[src/rtl/a2_bus_initiator.sv]
// Apple II slot-bus master: derives PHI0/PHI1/Q3 from C7M and runs at most one
// command per bus cycle (accepted at P6, launched at P0, response strobe at the next P0).
module a2_bus_initiator #(
  parameter int          SLOT      = 1,
  parameter bit          LONG_EN   = 1'b1,
  parameter logic [15:0] IDLE_ADDR = 16'h0000
) (
  input  logic        C7M,
  input  logic        nRES,
  input  logic        cmd_valid,
  output logic        cmd_ready,
  input  logic [15:0] cmd_addr,
  input  logic        cmd_we,
  input  logic [7:0]  cmd_wdata,
  output logic        rsp_valid,
  output logic [7:0]  rsp_rdata,
  output logic        PHI0,
  output logic        PHI1,
  output logic        Q3,
  output logic [15:0] A,
  output logic        nWE,
  output logic        nDEVSEL,
  output logic        nIOSEL,
  output logic        nIOSTRB,
  output logic [7:0]  D_out,
  output logic        D_oe,
  input  logic [7:0]  D_in
);

  typedef enum logic [2:0] {
    PH0 = 3'd0,
    PH1 = 3'd1,
    PH2 = 3'd2,
    PH3 = 3'd3,
    PH4 = 3'd4,
    PH5 = 3'd5,
    PH6 = 3'd6,
    PHX = 3'd7
  } phase_t;

  localparam logic [11:0] DEV_BASE = 12'(12'hC08 + SLOT);
  localparam logic [7:0]  IO_BASE  = 8'(8'hC0 + SLOT);

  phase_t      phase, phase_nxt;
  logic [6:0]  lcnt, lcnt_nxt;
  logic        busy, busy_nxt;
  logic        cur_we, cur_we_nxt;
  logic        cyc_end, accept, in_phi0;
  logic        dev_hit, io_hit, strb_hit;
  logic        phi0_nxt, phi1_nxt, q3_nxt, nwe_nxt, doe_nxt, rdy_nxt, rspv_nxt;
  logic        ndevsel_nxt, niosel_nxt, niostrb_nxt;
  logic [15:0] a_nxt;
  logic [7:0]  dout_nxt, rdata_nxt;

  always_ff @(posedge C7M or negedge nRES) begin
    if (!nRES) begin
      phase     <= PH0;
      lcnt      <= 7'd0;
      busy      <= 1'b0;
      cur_we    <= 1'b0;
      PHI0      <= 1'b0;
      PHI1      <= 1'b1;
      Q3        <= 1'b0;
      A         <= 16'h0000;
      nWE       <= 1'b1;
      nDEVSEL   <= 1'b1;
      nIOSEL    <= 1'b1;
      nIOSTRB   <= 1'b1;
      D_out     <= 8'h00;
      D_oe      <= 1'b0;
      cmd_ready <= 1'b0;
      rsp_valid <= 1'b0;
      rsp_rdata <= 8'h00;
    end else begin
      phase     <= phase_nxt;
      lcnt      <= lcnt_nxt;
      busy      <= busy_nxt;
      cur_we    <= cur_we_nxt;
      PHI0      <= phi0_nxt;
      PHI1      <= phi1_nxt;
      Q3        <= q3_nxt;
      A         <= a_nxt;
      nWE       <= nwe_nxt;
      nDEVSEL   <= ndevsel_nxt;
      nIOSEL    <= niosel_nxt;
      nIOSTRB   <= niostrb_nxt;
      D_out     <= dout_nxt;
      D_oe      <= doe_nxt;
      cmd_ready <= rdy_nxt;
      rsp_valid <= rspv_nxt;
      rsp_rdata <= rdata_nxt;
    end
  end

  always_comb begin
    phase_nxt = phase;
    cyc_end   = (phase == PH6);
    accept    = cyc_end && cmd_valid && cmd_ready;

    case (phase)
      PH0:     phase_nxt = PH1;
      PH1:     phase_nxt = PH2;
      PH2:     phase_nxt = (LONG_EN && (lcnt == 7'd64)) ? PHX : PH3;
      PHX:     phase_nxt = PH3;
      PH3:     phase_nxt = PH4;
      PH4:     phase_nxt = PH5;
      PH5:     phase_nxt = PH6;
      PH6:     phase_nxt = PH0;
      default: phase_nxt = PH0;
    endcase

    lcnt_nxt = lcnt;
    if (cyc_end) begin
      lcnt_nxt = (lcnt == 7'd64) ? 7'd0 : lcnt + 7'd1;
    end

    // Address, direction and write data change only on the P6 -> P0 boundary.
    busy_nxt   = busy;
    cur_we_nxt = cur_we;
    a_nxt      = A;
    nwe_nxt    = nWE;
    dout_nxt   = D_out;
    if (cyc_end) begin
      busy_nxt   = accept;
      cur_we_nxt = accept && cmd_we;
      a_nxt      = accept ? cmd_addr : IDLE_ADDR;
      nwe_nxt    = !(accept && cmd_we);
      if (accept && cmd_we) begin
        dout_nxt = cmd_wdata;
      end
    end

    in_phi0  = phase_nxt inside {PH3, PH4, PH5, PH6};
    phi0_nxt = in_phi0;
    phi1_nxt = !in_phi0;
    q3_nxt   = phase_nxt inside {PH0, PH1, PH3, PH4};

    // Decode windows are disjoint, so at most one select can be low.
    dev_hit  = (A[15:4] == DEV_BASE);
    io_hit   = (A[15:8] == IO_BASE);
    strb_hit = (A[15:11] == 5'b11001);

    ndevsel_nxt = !(busy && in_phi0 && dev_hit);
    niosel_nxt  = !(busy && in_phi0 && io_hit);
    niostrb_nxt = !(busy && in_phi0 && strb_hit);

    // Drive only late in PHI0 so the bus is never fought across a turnaround.
    doe_nxt  = busy && cur_we && (phase_nxt inside {PH4, PH5, PH6});
    rdy_nxt  = (phase_nxt == PH6);
    rspv_nxt = cyc_end && busy;
    rdata_nxt = (cyc_end && busy && !cur_we) ? D_in : rsp_rdata;
  end

endmodule

[config.mk]
export PLATFORM = sky130hd
export DESIGN_NAME = a2_bus_initiator
export DESIGN_NICKNAME = d
export VERILOG_FILES = /design/src/rtl/a2_bus_initiator.sv
export SDC_FILE = /design/constraint.sdc
export NUM_CORES = 1
export LEC_CHECK = 0
export CAP_MARGIN = 10
export CORE_MARGIN = 2
export CORE_UTILIZATION = 46
export DETAILED_ROUTE_END_ITERATION = 7
export PLACE_DENSITY = 0.82
export SYNTH_ARGS = -nofsm -noshare
export SYNTH_HDL_FRONTEND = slang
export SYNTH_SLANG_ARGS = --single-unit
[constraint.sdc]
create_clock -name C7M -period 3.5 [get_ports C7M]
set_clock_uncertainty 0.05 [all_clocks]
set_input_delay 0.35 -clock C7M [delete_from_list [all_inputs] [get_ports C7M]]
set_output_delay 0.35 -clock C7M [all_outputs]
set_load 0.02 [all_outputs]
### After elaboration in Yosys (flattened, before gate mapping)

Index checks and enable logic that the tools add are counted.

| word-level totals | value |
|---|---|
| register bits after elaboration | 54 |
| output and inout port bits | 42 |
| word-level logic and storage cells | 61 |
| input bits | 36 |

| operators by class | value |
|---|---|
| add/subtract/negate cells | 1 |
| eq/ne operators | 16 |
| reductions and logical operators | 23 |
| muxes and demuxes | 4 |

Operator list:

| cell | count |
|---|---|
| $pmux W3 S8 | 1 |
| $eq A3 B3 Y1 const B | 7 |
| $mux W16 | 1 |
| $eq A12 B12 Y1 const B | 1 |
| $logic_and A1 B1 Y1 | 11 |
| $eq A3 B2 Y1 const B | 3 |
| $eq A8 B8 Y1 const B | 1 |
| $reduce_bool A4 Y1 | 2 |
| $add A7 B1 Y7 const B | 1 |
| $eq A7 B7 Y1 const B | 1 |
| $mux W7 | 1 |
| $eq A3 B1 Y1 const B | 2 |
| $logic_not A1 Y1 | 6 |
| $logic_not A3 Y1 | 2 |
| $eq A5 B5 Y1 const B | 1 |
| $mux W3 | 1 |
| $reduce_bool A3 Y1 | 1 |
| $reduce_and A2 Y1 | 1 |

### Depth between registers and ports, before layout

Gate-level depths: netlist of the first run.

| logic depth | value |
|---|---|
| depth after elaboration | 8 |
| depth in mapped cells | 6 |
| mapped depth without buffers | 6 |

### Worst setup path before layout of the first run

No wires, ideal clock.

| timing path | value |
|---|---|
| path kind | register -> register |
| from | register phase[0] |
| to | register rsp_rdata[0] |
| clock period less this slack | 1.528 ns |
| buffers on the path | 1 |
| library setup time | 0.125 ns |
| slack | 1.972 ns |
| arrival time | 1.353 ns |
| stages on the path, launching flop included | 6 |
| data required time | 3.325 ns |
| cell sequence | dfrtp_1 buf_6 inv_2 nand3_2 nor3b_4 mux2_2 |

| on the way | value |
|---|---|
| cells in the longest elaborated chain, start to end | 3 |

Ends and longest elaborated chain:

| item | RTL line | source |
|---|---|---|
| from (decl) | 44 | `phase_t phase, phase_nxt;` |
| from (signal assigned) | 75 | `phase <= phase_nxt;` |
| $eq A3 B3 Y1 | 97 | `cyc_end = (phase == PH6);` |
| $logic_and A1 B1 Y1 (2 in series) | 151 | `rdata_nxt = (cyc_end && busy && !cur_we) ? D_in : rsp_rdata;` |
| to (signal assigned) | 91 | `rsp_rdata <= rdata_nxt;` |
| to (decl) | 16 | `output logic [7:0] rsp_rdata,` |

Every way passes these cells.
A chain may end at the register's enable or synchronous reset.

### Final worst setup path of the first run

| timing path | value |
|---|---|
| from | register phase[0] |
| to | register rsp_rdata[7] |

The elaborated chain is that of the path after synthesis.

==> results of run 1 <==
[path summary, 6_finish.rpt]
kind	start	endpoint	cells after the start
setup reg to reg	phase[0]$_DFF_PN0_	rsp_rdata[7]$_DFFE_PN0P_	4
max in group asynchronous	nRES	nWE$_DFFE_PN1P_	2
setup / recovery	phase[0]$_DFF_PN0_	rsp_rdata[7]$_DFFE_PN0P_	4
min in group C7M	A[11]$_DFFE_PN0P_	nIOSTRB$_DFF_PN1_	1
hold reg to reg	A[11]$_DFFE_PN0P_	nIOSTRB$_DFF_PN1_	1
hold / removal	nRES	rsp_rdata[5]$_DFFE_PN0P_	1
[synthesized netlist by cell type, types with 2 or more instances]
cell	number
dfrtp_1	49
a22o_1	16
mux2_2	16
nand2_1	9
nor2_1	9
dfstp_2	5
o21ai_0	5
a21o_1	3
inv_1	3
nand3_1	3
nand4_1	3
xnor2_1	3
a21oi_1	2
clkbuf_1	2
ha_1	2
nand2b_1	2
nor3_1	2
or2b_1	2
[metrics by stage]
| step | std cells | cell area [sq um] | worst slack, ns | total power, mW |
|---|---|---|---|---|
| after CTS | 291 | 3053 | 1.430 | 1.305 |
| after global routing | 291 | 3053 | 1.306 | 1.346 |
| after detailed placement | 283 | 2943 | 1.445 | 0.8982 |
| after global placement | 283 | 2943 | 1.528 | 0.8960 |
| final | 291 | 3053 | 1.447 | 1.291 |
| after floorplan | 158 | 2136 | 1.972 | 0.7671 |
[metal layers]
metal | part of all wire (%) | up-vias | GRT usage, %
met5 | 0 | - | 0
li1 | - | 723 | -
met3 | 7.5 | 7 | 5.139
met1 | 46 | 720 | 26.41
met4 | 1.6 | 0 | 6.918
met2 | 45 | 62 | 26.71
[critical path: cells and delay by family, from the launching register on]
kind / cells / cell delay, ns
buf+inv: 1 / 0.13
simple gates: 2 / 0.90
flops: 1 / 0.48
mux: 1 / 0.39
[sequential cells by signal (all words and copies together) (netlist names), 3 cells and up]
name / count
rsp_rdata: 8
lcnt: 7
D_out: 8
A: 16
phase: 3
[cell families after synthesis]
family,share of synthesized area [%]
muxes,8.436
and+or+nand+nor,12.65
adders and majority gates,1.171
AOI/OAI and AO/OA,10.37
buffers and inverters,2.167
DFF,63.56
xor gates and xnor gates,1.641
[where the power goes]
group	total, mW	internal, mW	leakage (nW)	switching (mW)
Combinational	0.203	0.118	0.602	0.0852
Sequential	0.681	0.660	0.661	0.0215
Clock	0.407	0.213	0.0514	0.193
[cell type report]
class | instances | area [sq um] | share of cell area (%)
Multi-Input combinational cell | 95 | 732.0 | 23.98
Inverter | 4 | 15.01 | 0.4918
Clock inverter | 2 | 37.54 | 1.230
Sequential cell | 54 | 1358 | 44.47
Tap cell | 52 | 65.06 | 2.131
Timing Repair Buffer | 78 | 773.2 | 25.33
Clock buffer | 6 | 72.57 | 2.377
==> metrics.md, run 1 <==
| Metric | Value |
|---|---|
| Outcome | `complete, no violations` |
| # hold bufs at CTS | `0` |
| DIE AREA | `0.005204 sq mm` |
| Fin Setup TNS | `0 ns` |
| Critical Path AT | `2.20 ns` |
| Rows | `24` |
| Leakage | `1.315 nW` |
| Slowest stage delay, CP | `about 0.53 ns` |
| Tmin final | `~2.1 ns` |
| Grt ovf | `0` |
| Routed WL | `4375 um` |
| Warning count from the yosys run | `0` |
| Worst hold slack | `0.01943 ns` |
| Fillers | `323` |
| Largest net degree at the start of global routing | `32` |
| Drt pass-1 iters | `4` |
| Slowest-stage cell, CP | `nor3b_4` |
| Tcrit/Tclk final | `58.65%` |
| DP HPWL | `3222 um` |
| Slew HR | `55.42%` |
| Sink Count | `54` |
| Final setup vio count | `0` |
| Worst Max-Slew Pin Slew | `0.6687 ns` |
| # Post-CTS Setup Buffers | `0` |
| Cts repair resizes | `0` |
| Die Y | `72.14 um` |
| Clock buffer depth | `2` |
| Max cap viols | `0` |
| HP Class | `in2async` |
| Top FF cell, synth | `dfrtp_1` |
| Seq/Total Area, Yosys | `63.56%` |
| RSZ-0062 raised after global routing | `no` |
| Post-synth top area share | `a little under three fifths` |
| Utilization after layout | `69.16%` |
| Synth top area cells | `dfrtp_1 57%, mux2_2 8.4%, a22o_1 6.6%, dfstp_2 6.2%, nand2_1 1.6%` |
| Synth-to-layout area growth | `42.94%` |
| Initial Util | `48.38%` |
| Post-synth EDFFs | `0` |
| First-pass GRT wire length | `7286 um` |
| Pwr dens | `422.8 mW/mm^2` |
| Final GP Congestion | `0.7694` |
| TritonCTS clock tree | `yes` |
| CTS H-tree lvls | `2` |
| Vias in the first global route | `1,469` |
| Chip width | `roughly 70 um` |
| Synth Register Bits | `54` |
| Asr flop ratio synth | `100.0%` |
| Crit Path Class | `reg2reg` |
| Initial antenna violation count | `0` |
| Worst endpoint required time | `3.64 ns` |
| Final Slew Violations | `0` |
| Reg2Reg Setup Slack | `1.45 ns` |
| Ports | `78` |
| Clock slew at reported path FFs | `~0.090 ns` |
| Routed Antenna Nets | `0` |
| Routed vias/inst | `roughly 5.2` |
| Worst Setup Start Kind | `register` |
| Setup crit end kind | `register` |
| Synth Cell Area | `around 0.0021 sq mm` |
| Cells after Synth | `158` |
| Clk_lat worst skew | `0.30 ns` |
| Routed wire per std cell | `15.03 um` |
| Ratio of cells with drive above 1 in the final layout | `between 10% and 20%` |
| Final #Nets | `276` |
| Iter 0 DRT Violations | `90` |
| Critical Path Fanout Max | `21` |
| Critical path, cell by cell | `inv_2 > nand3_2 > nor3b_4 > mux2_2` |
| All-Layer GR Usage | `a little under a fifth` |
| TritonCTS Buffers | `5` |
| Worst VDD drop | `between 0.2 and 0.3 mV` |
| Mapped Nets | `196` |
| # DRC | `0` |
| Vias | `1,512` |
| Most common cell after layout, fill and taps aside | `clkdlybuf4s50_1` |
| Peak Freq | `487.1 MHz` |
| Core ar. | `0.004414 sq mm` |
| Port-buffer cells | `77` |
| CTS root buf | `clkbuf_8` |
| Ant diodes | `0` |
| Synth area leader | `dfrtp_1` |
| Cell variety after synth | `40` |
| Highest-count cells in the layout ignoring fill and taps | `76 x clkdlybuf4s50_1, 49 x dfrtp_1, 16 x a22o_1, 16 x mux2_2` |
| Synth Area per Inst | `13.52 sq um` |
| Final Hold Fails | `0` |
Power figures use the tool's default switching activity.
==> run 2, diff against run 1 <==
--- a/config.mk
+++ b/config.mk
@@ -7,9 +7,9 @@
 export LEC_CHECK = 0
 export CAP_MARGIN = 10
 export CORE_MARGIN = 2
-export CORE_UTILIZATION = 46
+export CORE_UTILIZATION = 40
 export DETAILED_ROUTE_END_ITERATION = 7
-export PLACE_DENSITY = 0.82
+export PLACE_DENSITY = 0.76
 export SYNTH_ARGS = -nofsm -noshare
 export SYNTH_HDL_FRONTEND = slang
 export SYNTH_SLANG_ARGS = --single-unit
==> constraint.sdc (replaced) <==
create_clock -name C7M -period 1.8 [get_ports C7M]
set_clock_uncertainty 0.05 [all_clocks]
set_input_delay 0.18 -clock C7M [delete_from_list [all_inputs] [get_ports C7M]]
set_output_delay 0.18 -clock C7M [all_outputs]
set_load 0.02 [all_outputs]
==> run 2 against run 1 <==
Net effect: final area increased by 3.5%; hold slack improved by 0.33 ns; non-clock buffer count rose by 6; via count is 1.5% higher; count of clock-buffer cells in the layout did not move; final cell count grew 8.2%; die area is 14% higher; core utilization fell by 7.7 points; global-route usage decreased by 2.5 points; critical endpoint is now nWE; largest power group unchanged.
==> metrics.md, run 2 (synthesized netlist as in run 1, its figures left out) <==
| Metric | Value |
|---|---|
| # DRC | `0 (unchanged)` |
| Synth-to-layout area growth | `47.92% (was 42.94%)` |
| Slowest stage delay, CP | `0.60 ns (was 0.53 ns)` |
| Ant diodes | `0 (unchanged)` |
| Chip width | `77.07 um (was 72.14 um)` |
| Critical Path Fanout Max | `2 (was 21)` |
| Die Y | `77.07 um (was 72.14 um)` |
| Routed Antenna Nets | `0 (unchanged)` |
| Crit Path Class | `reg2out (was reg2reg)` |
| Tmin final | `1.657 ns` |
| Routed vias/inst | `4.870 (was 5.196)` |
| Clock slew at reported path FFs | `0.10 ns (was 0.09 ns)` |
| Clock buffer depth | `2 (unchanged)` |
| Initial Util | `41.55% (was 48.38%)` |
| Final Slew Violations | `0 (unchanged)` |
| Iter 0 DRT Violations | `96 (was 90)` |
| Worst endpoint required time | `1.57 ns (was 3.64 ns)` |
| Final Hold Fails | `0 (unchanged)` |
| DP HPWL | `3158 um (was 3222 um)` |
| Outcome | `complete, no violations (unchanged)` |
| Setup crit end kind | `primary output (was register)` |
| Largest net degree at the start of global routing | `55 (was 32)` |
| TritonCTS Buffers | `5 (unchanged)` |
| First-pass GRT wire length | `7541 um (was 7286 um)` |
| Core ar. | `0.005140 sq mm (was 0.004414 sq mm)` |
| Routed WL | `4377 um (was 4375 um)` |
| Tcrit/Tclk final | `92.07%` |
| Most common cell after layout, fill and taps aside | `clkdlybuf4s50_1 (unchanged)` |
| Delay-heaviest family, CP | `buffers and inverters (was simple AND/OR/NAND/NOR gates)` |
| Top reg by flops | `A (unchanged)` |
| Highest-count cells in the layout ignoring fill and taps | `76 x clkdlybuf4s50_1, 49 x dfrtp_1, 16 x a22o_1, 16 x mux2_2 (unchanged)` |
| Sink Count | `54 (unchanged)` |
| Critical path, cell by cell | `clkdlybuf4s50_1 (was inv_2 > nand3_2 > nor3b_4 > mux2_2)` |
| Grt ovf | `0 (unchanged)` |
| Utilization after layout | `61.47% (was 69.16%)` |
| HP Class | `in2async (unchanged)` |
| CTS root buf | `clkbuf_8 (unchanged)` |
| Slew HR | `78.03% (was 55.42%)` |
| Rows | `26 (was 24)` |
| Final setup vio count | `0 (unchanged)` |
| Ports | `78 (unchanged)` |
| Max cap viols | `0 (unchanged)` |
| Cts repair resizes | `0 (unchanged)` |
| TritonCTS clock tree | `yes (unchanged)` |
| Peak Freq | `between 600 and 700 MHz` |
| All-Layer GR Usage | `15.93% (was 18.38%)` |
| Worst Max-Slew Pin Slew | `0.3277 ns (was 0.6687 ns)` |
| RSZ-0062 raised after global routing | `no (unchanged)` |
| Final GP Congestion | `0.8028 (was 0.7694)` |
| Regs by FF count | `A: 16 flops, D_out: 8 flops, rsp_rdata: 8 flops (unchanged)` |
| Clk_lat worst skew | `0.30 ns (about the same)` |
| CTS H-tree lvls | `2 (unchanged)` |
| Initial antenna violation count | `0 (unchanged)` |
| Ratio of cells with drive above 1 in the final layout | `17.55% (was 15.48%)` |
| Critical Path AT | `1.43 ns (was 2.20 ns)` |
| Worst VDD drop | `0.5371 mV (was 0.2609 mV)` |
| Leakage | `1.363 nW (was 1.315 nW)` |
| Pwr dens | `808.7 mW/mm^2 (was 422.8 mW/mm^2)` |
| Drt pass-1 iters | `4 (unchanged)` |
| Max reg flops | `16 (unchanged)` |
| Port-buffer cells | `77 (unchanged)` |
| Worst Path Buf+Inv | `1 (unchanged)` |
| Vias | `1,534 (was 1,512)` |
| Vias in the first global route | `1,563 (was 1,469)` |
| Final #Nets | `282 (was 276)` |
| Worst Setup Start Kind | `register (unchanged)` |
| Fin Setup TNS | `0 ns (unchanged)` |
| Slowest-stage cell, CP | `clkdlybuf4s50_1 (was nor3b_4)` |
| Routed wire per std cell | `13.90 um (was 15.03 um)` |
| DIE AREA | `0.005940 sq mm (was 0.005204 sq mm)` |
==> run 2: changes by cell type in the layout (fill, tap and decap cells not counted), sizes merged <==
cell         previous run  this run
clkinvlp                1         0
buf                     2         7
inv                     4         5
dlygate4sd3             0         1
==> run 2: path summary, 6_finish.rpt <==
| path | startpoint | end | slack (ns) | cells past startpoint |
|---|---|---|---|---|
| max | nWE$_DFFE_PN1P_ | nWE | 0.14 | 1 |
| min | nRES | PHI0$_DFF_PN0_ | 0.35 | 3 |
| max reg2reg | phase[0]$_DFF_PN0_ | rsp_rdata[3]$_DFFE_PN0P_ | 0.21 | 5 |
| min reg2reg | A[11]$_DFFE_PN0P_ | nIOSTRB$_DFF_PN1_ | 0.43 | 1 |
| max in group asynchronous | nRES | nIOSEL$_DFF_PN1_ | 1.06 | 3 |
| min in group C7M | cmd_addr[10] | A[10]$_DFFE_PN0P_ | 0.42 | 2 |
==> run 2: power breakdown <==
part           leakage, nW  switching, mW  total [mW]  internal, mW
clock               0.0618          0.376       0.833         0.457
combinational        0.640          0.165       0.398         0.233
sequential           0.661         0.0405        1.32          1.28
total                 1.36          0.581        2.55          1.97
==> run 2: final cells by class <==
type                       instances  area [sq um]
tap                               70         87.58
clock inverter                     2         38.79
clock buffer                       6         82.58
timing repair buffer              84         845.8
sequential                        54          1358
multi-input combinational         95         732.0
fill                             446          1981
inverter                           4         15.01
==> run 2: timing repair <==
item	4_1_cts	5_1_grt
hold buffers	1	0
endpoints found under the hold margin	49	0
endpoints found under the setup margin	0	8
setup buffers	0	1
==> run 2: routing by layer <==
| layer | track usage, % | up-vias | wire (um) |
|---|---|---|---|
| met1 | 21.51 | 745 | 1983 |
| li1 | - | 734 | - |
| met5 | 0 | - | 0 |
| met3 | 5.529 | 4 | 314 |
| met2 | 25.18 | 51 | 2047 |
| met4 | 3.214 | 0 | 31 |
==> run 2: through the flow <==
stage	cells	instance area, sq um	setup slack [ns]	total power [mW]	hold WS [ns]
2_1_floorplan	158	2136	0.2720	1.492	-0.1656
3_3_place_gp	305	3008	0.1751	1.743	0.1475
3_5_place_dp	305	3008	0.08761	1.750	0.1492
4_1_cts	314	3139	0.07525	2.597	0.3571
5_1_grt	315	3159	0.05257	2.668	0.3734
6_report	315	3159	0.1428	2.555	0.3458
==> run 3, diff against run 2 <==
--- a/config.mk
+++ b/config.mk
@@ -10,6 +10,7 @@
 export CORE_UTILIZATION = 40
 export DETAILED_ROUTE_END_ITERATION = 7
 export PLACE_DENSITY = 0.76
+export SKIP_LAST_GASP = 1
 export SYNTH_ARGS = -nofsm -noshare
 export SYNTH_HDL_FRONTEND = slang
 export SYNTH_SLANG_ARGS = --single-unit
==> results of run 3 <==
No change in the layout: final DEF, timing and power equal those of run 2.
